$ cat config.mk
export PLATFORM = sky130hd
export DESIGN_NAME = port_out_arbiter
export DESIGN_NICKNAME = d
export VERILOG_FILES = /design/src/rtl/port_out_arb_pkg.sv /design/src/rtl/rr_arbiter.sv /design/src/rtl/port_out_arbiter.sv
export SDC_FILE = /design/constraint.sdc
export NUM_CORES = 1
export LEC_CHECK = 0
export BUFFER_PORTS_ARGS = -buffer_cell sky130_fd_sc_hd__buf_2
export CORE_MARGIN = 2
export CORE_UTILIZATION = 53
export CTS_CLUSTER_SIZE = 28
export DETAILED_ROUTE_END_ITERATION = 8
export PLACE_DENSITY = 0.82
export SETUP_SLACK_MARGIN = 0.3
export SYNTH_ARGS = -nofsm -noshare
export SYNTH_HDL_FRONTEND = slang
export SYNTH_SLANG_ARGS = --single-unit
$ cat constraint.sdc
create_clock -name CLK -period 2.1 [get_ports CLK]
set_input_delay 0.105 -clock CLK [delete_from_list [all_inputs] [get_ports CLK]]
set_output_delay 0.105 -clock CLK [all_outputs]
set_load 0.05 [all_outputs]
$ cat src/rtl/port_out_arb_pkg.sv
// Shared types and the round-robin pick function for the output-port arbiter.
// Also used by the rr_arbiter picker, which other arbiters reuse.
package port_out_arb_pkg;

    typedef enum logic [1:0] {
        IDLE  = 2'd0,
        GRANT = 2'd1,
        HOLD  = 2'd2
    } arb_state_e;

    localparam int unsigned OWNER_W = 3;
    localparam int unsigned MAX_REQ = 8;

    // Searches upward from ptr+1, wrapping at nreq. If no bit is set, ptr is returned.
    function automatic logic [OWNER_W-1:0] rr_pick(
        input logic [MAX_REQ-1:0] req,
        input logic [OWNER_W-1:0] ptr,
        input int unsigned        nreq
    );
        logic [OWNER_W-1:0] pick_v;
        logic [OWNER_W-1:0] idx_v;
        logic               found_v;
        pick_v  = ptr;
        found_v = 1'b0;
        for (int unsigned k = 1; k <= MAX_REQ; k++) begin
            idx_v = OWNER_W'((32'(ptr) + k) % nreq);
            if (!found_v && (k <= nreq) && req[idx_v]) begin
                pick_v  = idx_v;
                found_v = 1'b1;
            end
        end
        return pick_v;
    endfunction

endpackage

$ cat src/rtl/rr_arbiter.sv
// Combinational round-robin picker: returns the next requester after ptr
// as a one-hot vector and as an index.
module rr_arbiter
    import port_out_arb_pkg::*;
#(
    parameter int unsigned NREQ = 2
) (
    input  logic [NREQ-1:0]    req,
    input  logic [OWNER_W-1:0] ptr,
    output logic [NREQ-1:0]    gnt,
    output logic [OWNER_W-1:0] idx
);

    logic [MAX_REQ-1:0] req_pad_s;

    assign req_pad_s = MAX_REQ'(req);

    // Pick the winner; the one-hot result stays zero when nobody requests.
    always_comb begin
        idx = rr_pick(req_pad_s, ptr, NREQ);
        if (|req) begin
            gnt = NREQ'(1'b1) << idx;
        end else begin
            gnt = {NREQ{1'b0}};
        end
    end

endmodule

$ cat src/rtl/port_out_arbiter.sv
// Round-robin arbiter sharing the 8-bit output port PO between NREQ requesters,
// with a post-write hold window. Optional owner lock: define PORT_OUT_ARB_LOCK_EN.
module port_out_arbiter
    import port_out_arb_pkg::*;
#(
    parameter int unsigned NREQ        = 2,
    parameter int unsigned HOLD_CYCLES = 2,
    parameter logic [7:0]  RESET_VAL   = 8'h00
) (
    input  logic                CLK,
    input  logic                RESET,
`ifdef PORT_OUT_ARB_LOCK_EN
    input  logic                LOCK,
`endif
    input  logic [NREQ-1:0]     REQ,
    input  logic [8*NREQ-1:0]   WDATA,
    output logic [NREQ-1:0]     GNT,
    output logic [NREQ-1:0]     ACK,
    output logic [7:0]          PO,
    output logic [OWNER_W-1:0]  OWNER,
    output logic                BUSY
);

    arb_state_e         state_r;
    arb_state_e         state_nxt_s;
    logic [NREQ-1:0]    sel_oh_r;
    logic [OWNER_W-1:0] sel_idx_r;
    logic [OWNER_W-1:0] rr_ptr_r;
    logic [3:0]         cnt_r;
    logic [7:0]         po_r;
    logic [OWNER_W-1:0] owner_r;
    logic [NREQ-1:0]    req_eff_s;
    logic [NREQ-1:0]    pick_oh_s;
    logic [OWNER_W-1:0] pick_idx_s;
    logic               req_sel_s;
    logic               commit_s;
    logic [7:0]         wdata_sel_s;

`ifdef PORT_OUT_ARB_LOCK_EN
    logic               lock_r;
    logic [NREQ-1:0]    owner_oh_s;

    assign owner_oh_s = NREQ'(1'b1) << owner_r;

    // While locked, only the locked owner (the last committed writer) is eligible.
    always_comb begin
        if (lock_r) begin
            req_eff_s = REQ & owner_oh_s;
        end else begin
            req_eff_s = REQ;
        end
    end

    // Lock flag follows LOCK on every committed write.
    always_ff @(posedge CLK or posedge RESET) begin
        if (RESET) begin
            lock_r <= 1'b0;
        end else if (commit_s) begin
            lock_r <= LOCK;
        end
    end
`else
    assign req_eff_s = REQ;
`endif

    rr_arbiter #(
        .NREQ (NREQ)
    ) u_rr (
        .req (req_eff_s),
        .ptr (rr_ptr_r),
        .gnt (pick_oh_s),
        .idx (pick_idx_s)
    );

    // Selected requester's level and data, muxed by the registered one-hot.
    always_comb begin
        req_sel_s   = |(REQ & sel_oh_r);
        wdata_sel_s = 8'h00;
        for (int i = 0; i < int'(NREQ); i++) begin
            wdata_sel_s = wdata_sel_s | (WDATA[8*i +: 8] & {8{sel_oh_r[i]}});
        end
    end

    assign commit_s = (state_r == GRANT) && req_sel_s;

    // State register.
    always_ff @(posedge CLK or posedge RESET) begin
        if (RESET) begin
            state_r <= IDLE;
        end else begin
            state_r <= state_nxt_s;
        end
    end

    // Next-state logic; HOLD leaves in the cycle the count reads 1.
    always_comb begin
        state_nxt_s = state_r;
        case (state_r)
            IDLE: begin
                if (|req_eff_s) begin
                    state_nxt_s = GRANT;
                end else begin
                    state_nxt_s = IDLE;
                end
            end
            GRANT: begin
                if (req_sel_s && (HOLD_CYCLES != 32'd0)) begin
                    state_nxt_s = HOLD;
                end else begin
                    state_nxt_s = IDLE;
                end
            end
            HOLD: begin
                if (cnt_r <= 4'd1) begin
                    state_nxt_s = IDLE;
                end else begin
                    state_nxt_s = HOLD;
                end
            end
            default: state_nxt_s = IDLE;
        endcase
    end

    // Output decode from the state register and the latched selection.
    always_comb begin
        GNT  = {NREQ{1'b0}};
        ACK  = {NREQ{1'b0}};
        BUSY = 1'b0;
        case (state_r)
            IDLE: begin
                GNT  = {NREQ{1'b0}};
                ACK  = {NREQ{1'b0}};
                BUSY = 1'b0;
            end
            GRANT: begin
                GNT  = sel_oh_r;
                ACK  = sel_oh_r & REQ;
                BUSY = 1'b1;
            end
            HOLD: begin
                BUSY = 1'b1;
            end
            default: begin
                BUSY = 1'b0;
            end
        endcase
    end

    // Datapath: latch the selection in IDLE, commit or abort in GRANT, count down in HOLD.
    always_ff @(posedge CLK or posedge RESET) begin
        if (RESET) begin
            sel_oh_r  <= {NREQ{1'b0}};
            sel_idx_r <= {OWNER_W{1'b0}};
            rr_ptr_r  <= OWNER_W'(NREQ - 1);
            cnt_r     <= 4'd0;
            po_r      <= RESET_VAL;
            owner_r   <= {OWNER_W{1'b0}};
        end else begin
            case (state_r)
                IDLE: begin
                    if (|req_eff_s) begin
                        sel_oh_r  <= pick_oh_s;
                        sel_idx_r <= pick_idx_s;
                    end
                end
                GRANT: begin
                    // A withdrawn requester still consumes its turn.
                    rr_ptr_r <= sel_idx_r;
                    if (req_sel_s) begin
                        po_r    <= wdata_sel_s;
                        owner_r <= sel_idx_r;
                        cnt_r   <= 4'(HOLD_CYCLES);
                    end
                end
                HOLD: begin
                    cnt_r <= cnt_r - 4'd1;
                end
                default: begin
                    cnt_r <= 4'd0;
                end
            endcase
        end
    end

    assign PO    = po_r;
    assign OWNER = owner_r;

endmodule

Word-level counts from Yosys, hierarchy flattened
Cells that the tools add are included.
W data, S select, Z words.
{"block": "word_totals", "ff_bits": 25, "input_bits": 20, "output_inout_bits": 16, "elab_cells": 47}
{"block": "classes", "addsub": 3, "magnitude_cmp": 3, "n_eq_ne": 3, "n_shift": 1, "mux": 16, "bitwise": 5, "reduce_logical": 9}
{"cell": "$and A8 B8 Y8", "n": 2}
{"cell": "$pmux W4 S3", "n": 1}
{"cell": "$lt A1 B4 Y1 const B", "n": 2}
{"cell": "$mux W2", "n": 4}
{"cell": "$or A8 B8 Y8", "n": 1}
{"cell": "$mux W1", "n": 7}
{"cell": "$mux W3", "n": 2}
{"cell": "$pmux W2 S3", "n": 1}
{"cell": "$reduce_and A2 Y1", "n": 3}
{"cell": "$reduce_or A2 Y1", "n": 3}
{"cell": "$le A4 B1 Y1 const B", "n": 1}
{"cell": "$mux W4", "n": 1}
{"cell": "$sub A4 B1 Y4 const B", "n": 1}
{"cell": "$shl A1 B3 Y2 const A", "n": 1}
{"cell": "$add A1 B1 Y1 const B", "n": 2}
{"cell": "$and A2 B2 Y2", "n": 1}
{"cell": "$eq A2 B1 Y1 const B", "n": 1}
{"cell": "$eq A2 B2 Y1 const B", "n": 1}
{"cell": "$logic_not A2 Y1", "n": 1}
{"cell": "$ne A2 B2 Y1 const B", "n": 1}
{"cell": "$logic_and A1 B1 Y1", "n": 1}
{"cell": "$logic_not A1 Y1", "n": 1}
{"cell": "$not A1 Y1", "n": 1}

Longest topological paths before layout
Gate-level depths: netlist (run 1).
{"block": "depth", "depth_word": 8, "mapped_depth": 6}

By module
Synthesis (run 1) repeated with hierarchy kept, for this count alone.
{"block": "hier_totals", "hier_cells": 101, "hier_area_um2": 1308.8}
{"mod": "port_out_arbiter", "n_inst": 1, "cells_per_inst": 94, "area_per_inst_um2": 1265.0, "seq_area_each_um2": 626.9}
{"mod": "rr_arbiter", "n_inst": 1, "cells_per_inst": 7, "area_per_inst_um2": 43.8, "seq_area_each_um2": 0.0}

Worst setup path after synthesis (run 1)
Ideal clock, no wire load.
{"block": "synth_path", "path_kind": "reg-to-reg", "startpoint": "register state_r[0]", "endpoint": "register cnt_r[2]", "setup_ns": 0.126, "arrival_ns": 1.459, "required_time_ns": 1.974, "path_slack_ns": 0.515, "stages_incl_launch_ff": 6, "path_buffers": 0, "synth_period_minus_slack_ns": 1.585, "path_cell_list": "dfrtp_1 > inv_1 > ha_1 > and3b_1 > a211oi_1 > o2bb2ai_1"}
{"block": "synth_between", "elab_chain_len": 3, "word_cells_on_any_way": 7}
{"item": "start: declaration", "line_no": "port_out_arbiter.sv:24", "text": "arb_state_e state_r;"}
{"item": "start signal: assignment", "line_no": "port_out_arbiter.sv:91", "text": "state_r <= state_nxt_s;"}
{"item": "$eq A2 B1 Y1 or $logic_not A2 Y1 (tied branches)", "line_no": "port_out_arbiter.sv:159", "text": "case (state_r)"}
{"item": "$ne A2 B2 Y1 (no source line) or $not A1 Y1 (tied branches)"}
{"item": "$reduce_and A2 Y1 (no source line)"}
{"item": "end signal: assignment", "line_no": "port_out_arbiter.sv:172", "text": "cnt_r <= 4'(HOLD_CYCLES);"}
{"item": "end signal: assignment", "line_no": "port_out_arbiter.sv:176", "text": "cnt_r <= cnt_r - 4'd1;"}
{"item": "end: declaration", "line_no": "port_out_arbiter.sv:29", "text": "logic [3:0] cnt_r;"}
Several ways; a longest one is shown, not always the timed one.
A chain may end at the register's enable or synchronous reset.

Worst setup path in the final report (run 1)
{"block": "layout_path", "startpoint": "register state_r[1]", "endpoint": "output port GNT[0]"}
{"block": "layout_between", "elab_chain_len": 2}
{"item": "$eq A2 B1 Y1", "line_no": "port_out_arbiter.sv:129", "text": "case (state_r)"}
{"item": "$mux W2", "line_no": "port_out_arbiter.sv:129"}
{"item": "end: declaration", "line_no": "port_out_arbiter.sv:17", "text": "output logic [NREQ-1:0] GNT,"}
No other way between the ends.

==> impl_results.md, run 1 <==
- Number of max-cap violations: 0
- Clk_skew: 0.00119 ns
- Final Max Tran Viols: 0
- Synth Register Bits: 23
- Tmin final: 1.72 ns
- Leakage power: 0.715 nW
- H-tree Lvls: 1
- WS Path Type: reg2out
- Max transition margin: ~43%
- Layout cell share with drive strength beyond 1: 34.5%
- Crit path capture type: output port
- Period utilization: 82.1%
- Num CTS Buffers: 3
- DIE WIDTH: 51.2 µm
- Core area: roughly 2200 µm²
- Post-placement setup slack: roughly 0.6 ns
- Port bufs: 35
- Fillcell total: about 180
- Clk slew on worst S/H paths: 0.12 ns
- Die Ht: approximately 51 µm
- I/O Pins: 36
- Outcome: finished clean
- Max FO, Critical Path: 14
- All-Layer GR Usage: 19.4%
- Fmax: 0.580 GHz
- Final Power: 2.44 mW
- Total gr overflow: 0
- Critical path data arrival time: around 1.6 ns
- Via count: between 900 and 1,000
- CTS sink count: 23
- Area Growth Syn to Fin: 18.6%
- Nets: 169
- Largest net degree at the start of global routing: 24
- Setup TNS after final layout: 0 ns
- Yosys warning total: 0
- Cell total after placement: 165
- Post-route DRC: 0
- DRT antenna net count: 0
- Number of antenna diodes: 0
- Worst slew pin tran: 0.861 ns
- Final worst slack: 0.375 ns
- Final hold violations: 0
- Non-Filler Instances: 170
- First-pass GRT wire length: 3.84 mm
- Die ar.: between 2000 and 3000 µm²
- Synthesized cell area: roughly 1200 µm²
- HP Class: in2reg
- DR vias/cell: between 5 and 6
- Gate Count Post-Synth: roughly 110
- Vias in the first global route: 880
- Minimum hold slack: 0.121 ns
- Final core occ: between 60% and 70%
- Fin area: 1400 µm²
- Post-DP HPWL: 1.80 mm
- Routed WL: 2.42 mm
- Pwr dens: between 1500 and 2000 nW/µm²
- Pre-antenna DRT Iters: 6
- Required time of the critical path: 2.00 ns
- Sequential fraction of the synthesis area: 48.8%
- Clk_lat worst skew: 0.30 ns
- Yosys cell types: 34
- Post-synth net total: 133
- Startpoint Class: register
- Peak VDD IR: about 1.1 mV
- Final-report setup violation count: 0
- Initial Util: 54.5%
- RSZ-0062 raised after global routing: false
- First DRT Iteration DRCs: 17
- Root Buffer: clkbuf_4
- Initial antenna violation count: 0
- CTS tree: yes
- CTS Buffer Depth: 2
- Wire length per cell: between 10 and 15 µm
- # rows: 17
- Syn avg cell area: 11.1 µm²
- Post-Place Cell Area: 1360 µm²
- Final GP Congestion: 0.753
area by class of cell:
type / instances / area, µm² / area share, %
multi-input combinational: 69 / 526 / 37.5
inverter: 8 / 30.0 / 2.14
tap: 28 / 35.0 / 2.50
sequential: 23 / 577 / 41.1
clock buffer: 4 / 26.3 / 1.87
timing repair buffer: 38 / 209 / 14.9
power breakdown:
group	switching (mW)	total [mW]	internal, mW
combinational	0.987	1.46	0.473
sequential	0.161	0.786	0.625
clock	0.123	0.197	0.0740
sequential cells by signal (all words and copies together), names as in the netlist:
signal     cells
PO             8
cnt_r          4
sel_oh_r       2
state_r        2
rr_ptr_r       1
sel_idx_r      3
OWNER          3
synthesized netlist by cell type (all sizes together):
| master | count | area share [%] |
|---|---|---|
| clkbuf | 4 | 2.1 |
| o2bb2ai | 1 | 0.74 |
| ha | 6 | 6.3 |
| and3b | 1 | 0.74 |
| or3 | 1 | 0.53 |
| a21oi | 12 | 5.4 |
| a31oi | 8 | 4.2 |
| nand2 | 4 | 1.9 |
| o31ai | 1 | 0.64 |
| nor2 | 2 | 0.64 |
| buf | 3 | 2.3 |
| and2 | 4 | 2.1 |
| inv | 8 | 2.5 |
| o211ai | 1 | 0.64 |
| a211o | 1 | 0.74 |
| o21ai | 2 | 0.85 |
| dfstp | 1 | 2.2 |
| dfrtp | 22 | 47 |
| nand4bb | 1 | 0.95 |
| and3 | 2 | 1.1 |
| and4 | 1 | 0.74 |
| a22o | 1 | 0.85 |
| a22oi | 9 | 5.7 |
| nor2b | 1 | 0.53 |
| a21o | 2 | 1.3 |
| a211oi | 1 | 0.64 |
| mux2i | 2 | 1.7 |
| nand4 | 1 | 0.53 |
| mux2 | 4 | 4.8 |
path summary, 6_finish.rpt:
path                                 to  slack [ns]         start  cells after the start
setup / recovery                 GNT[0]        0.38    state_r[1]                      5
hold / removal                    PO[1]        0.12      WDATA[9]                      3
setup reg to reg               OWNER[1]        0.55   sel_oh_r[1]                      3
hold reg to reg            sel_idx_r[1]        0.50  sel_idx_r[1]                      1
max in group asynchronous         PO[5]        1.06         RESET                      3
min in group asynchronous      cnt_r[2]        0.51         RESET                      3
cells by family after synthesis:
family	Yosys count	synth area share (%)
compound gates	39	21.7
fa+ha+maj	6	6.35
buf+inv	15	6.98
flops	23	48.8
mux	6	6.45
simple gates	18	9.74
routing by layer:
layer / wire length [µm] / global-route usage, % / up-vias
li1: - / - / 458
met1: 1130 / 25.3 / 448
met2: 1180 / 32.0 / 20
met5: 0 / 0 / -
met3: 77 / 2.92 / 4
met4: 29 / 8.77 / 0
repair_timing:
item | 4_1_cts | 5_1_grt
hold buffers | 1 | 0
pin swaps | 0 | 0
hold endpoints to repair | 22 | 0
buffers inserted | 0 | 0
setup endpoints to repair | 2 | 2
gates resized for setup | 2 | 2
worst max-delay path, stage by stage (launching register included):
cell and delay (ns):
dfrtp_1 0.42, inv_1 0.09, ha_2 0.26, buf_6 0.18, and2_1 0.14, clkbuf_4 0.22
placed cells by master (no fill, tap or decap), drive strengths merged, types with 4 or more instances in the layout:
master and instances:
inv 8, a31oi 8, buf 36, mux2 4, dfrtp 22, and2 4, ha 6, nand2 4
a21oi 12, a22oi 9, clkbuf 5
Power figures use the tool's default switching activity.
==> run 2, diff against run 1 <==
- CORE_UTILIZATION: 53 -> 50
- PLACE_DENSITY: 0.82 -> 0.78
- clock period: 2.1 -> 1.65 ns (I/O delays scaled with it)
==> impl_results.md, run 2 (synthesis gave the netlist of run 1 again) <==
- Largest register FFs: 8 (unchanged)
- R2R cell count: 5 (+2)
- Port bufs: 35 (unchanged)
- Period utilization: a little over 90%
- Final-report setup violation count: 0 (unchanged)
- Largest net degree at the start of global routing: 24 (unchanged)
- Hold endpoint: PO[2]
- Initial Util: 52.9% (-1.6 points)
- Post-DP HPWL: 1.92 mm (+6.8%)
- Core area: 2230 µm² (+2.9%)
- Post-route DRC: 0 (unchanged)
- Cell breakdown of the critical path: ha_4 > buf_6 > and3_4 > buf_8
- Layout cell share with drive strength beyond 1: 51.0% (+16 points)
- Final Max Tran Viols: 0 (unchanged)
- Clk_skew: 0.00257 ns (+0.00138 ns)
- Max transition margin: 70.3% (+28 points)
- Via count: 1,030 (+11%)
- Min-delay src: WDATA[10]
- Nets: 180 (+6.5%)
- All-Layer GR Usage: 22.5% (+3.1 points)
- Worst path max stage delay: 0.46 ns (+0.04 ns)
- Pre-antenna DRT Iters: 4 (-2)
- RSZ-0062 raised after global routing: true
- Outcome: finished clean
- Critical path data arrival time: 1.41 ns (-0.21 ns)
- First-pass GRT wire length: 4.49 mm (+17%)
- Number of antenna diodes: 0 (unchanged)
- Clk slew on worst S/H paths: 0.13 ns (about the same)
- Leading cell type in the layout, fill and taps excluded: buf_2
- Final worst slack: 0.153 ns (-0.223 ns)
- Die Ht: 52.6 µm (+2.7%)
- Vias in the first global route: 991 (+13%)
- CTS Buffer Depth: 2 (unchanged)
- H-tree Lvls: 1 (unchanged)
- I/O Pins: 36 (unchanged)
- Die ar.: 2770 µm² (+5.5%)
- Clk_lat worst skew: 0.32 ns (+0.02 ns)
- CP startpoint: state_r[0]
- Area Growth Syn to Fin: 36.5%
- Number of max-cap violations: 0 (unchanged)
- DRT antenna net count: 0 (unchanged)
- Max FO, Critical Path: 6 (-8)
- Routed WL: 3.08 mm (+27%)
- Wire length per cell: 17.0 µm (+20%)
- Initial antenna violation count: 0 (unchanged)
- Final Power: 3.74 mW (+53%)
- Crit path capture type: output port
- DR vias/cell: 5.69 (+4.0%)
- Final GP Congestion: 0.707 (-6.0%)
- Commonest non-fill, non-tap cells in the layout: buf_2, dfrtp_1, buf_4
- CTS sink count: 23 (unchanged)
- Leakage power: 0.789 nW (+10%)
- Peak VDD IR: 1.53 mV (+38%)
- Root Buffer: clkbuf_4
- Worst slew pin tran: 0.445 ns (-0.415 ns)
- Slowest CP cell: dfrtp_1
- Tmin final: between 1 and 1.5 ns
- Final hold violations: 0 (unchanged)
- FF-to-FF Start: state_r[0]
- CTS tree: yes
- R2r setup slk: 0.20 ns (-0.35 ns)
- WS Path Type: reg2out
- HP Class: in2reg
- RR Endpoint: cnt_r[3]
- Required time of the critical path: 1.57 ns (-0.43 ns)
- Num CTS Buffers: 3 (unchanged)
- Fmax: between 0.6 and 0.7 GHz
- Hold Path Stages: 3 (unchanged)
- Setup TNS after final layout: 0 ns (unchanged)
- Startpoint Class: register
- Pwr dens: 2320 nW/µm² (+33%)
- First DRT Iteration DRCs: 24 (+7)
- Post-placement setup slack: 0.194 ns (-0.393 ns)
- Minimum hold slack: 0.0842 ns (-0.0366 ns)
- # rows: 17 (unchanged)
- Total gr overflow: 0 (unchanged)
- DIE WIDTH: 52.6 µm (+2.7%)
- Fillcell total: 162 (-8.0%)
==> run 2: changes by cell type in the layout (fill, tap and decap cells not counted), moves of 3 or more <==
| cell | before | now |
|---|---|---|
| a21oi_2 | 1 | 9 |
| buf_8 | 0 | 4 |
| buf_2 | 33 | 30 |
| a21oi_1 | 11 | 3 |
| buf_4 | 2 | 10 |
==> run 2: layer usage <==
metal | share of wire, % | wire [µm] | track usage [%] | vias to the layer above
li1 | - | - | - | 480
met1 | 41 | 1250 | 29.5 | 503
met2 | 53 | 1620 | 35.6 | 41
met3 | 4.6 | 141 | 4.29 | 6
met4 | 2.1 | 65 | 10.7 | 0
met5 | 0 | 0 | 0 | -
==> run 2: repair_timing <==
action,in CTS,in global routing
setup buffers,4,2
pin swaps,1,2
resized for setup,23,10
endpoints found under the setup margin,19,21
endpoints found under the hold margin,22,0
hold buffers,1,0
cloned,0,1
==> run 2: power by group <==
part           switching [mW]  internal [mW]  leakage (nW)
Clock                   0.183         0.0908        0.0177
Combinational            1.51          0.980         0.489
Sequential              0.175          0.796         0.283
==> run 2: layout make-up <==
| type | count | area [µm²] | share of cell area [%] |
|---|---|---|---|
| inverters | 8 | 30.0 | 1.86 |
| well taps | 28 | 35.0 | 2.17 |
| multi-input cells | 69 | 591 | 36.6 |
| clock buffers | 3 | 22.5 | 1.40 |
| clock inverters | 1 | 5.00 | 0.310 |
| repair buffers | 49 | 354 | 21.9 |
| flip-flops and latches | 23 | 577 | 35.7 |
==> run 2: critical path, delay by kind of cell, from the launching register on <==
kind	cells	cell delay (ns)
adder cells (fa/ha/maj)	1	0.19
buffers and inverters	2	0.27
flip-flops	1	0.46
AND/OR/NAND/NOR	1	0.18
==> run 2: metrics by stage <==
stage | utilization [%] | cell area [µm²] | std cells
CTS | 69.2 | 1550 | 178
floorplan | - | 1190 | 107
global placement | 62.5 | 1400 | 169
detailed placement | 62.5 | 1400 | 169
global route | 72.3 | 1610 | 181
finish | 72.3 | 1610 | 181
==> run 2: how the worst max path moves through the flow <==
stage | endpoint | slack [ns] | cells past startpoint
6_report | ACK[0] | 0.15 | 4
3_3_place_gp | cnt_r[2] | 0.26 | 5
2_1_floorplan | cnt_r[2] | 0.21 | 5
4_1_cts | ACK[0] | 0.19 | 5
3_5_place_dp | PO[3] | 0.19 | 6
5_1_grt | ACK[1] | 0.1 | 5
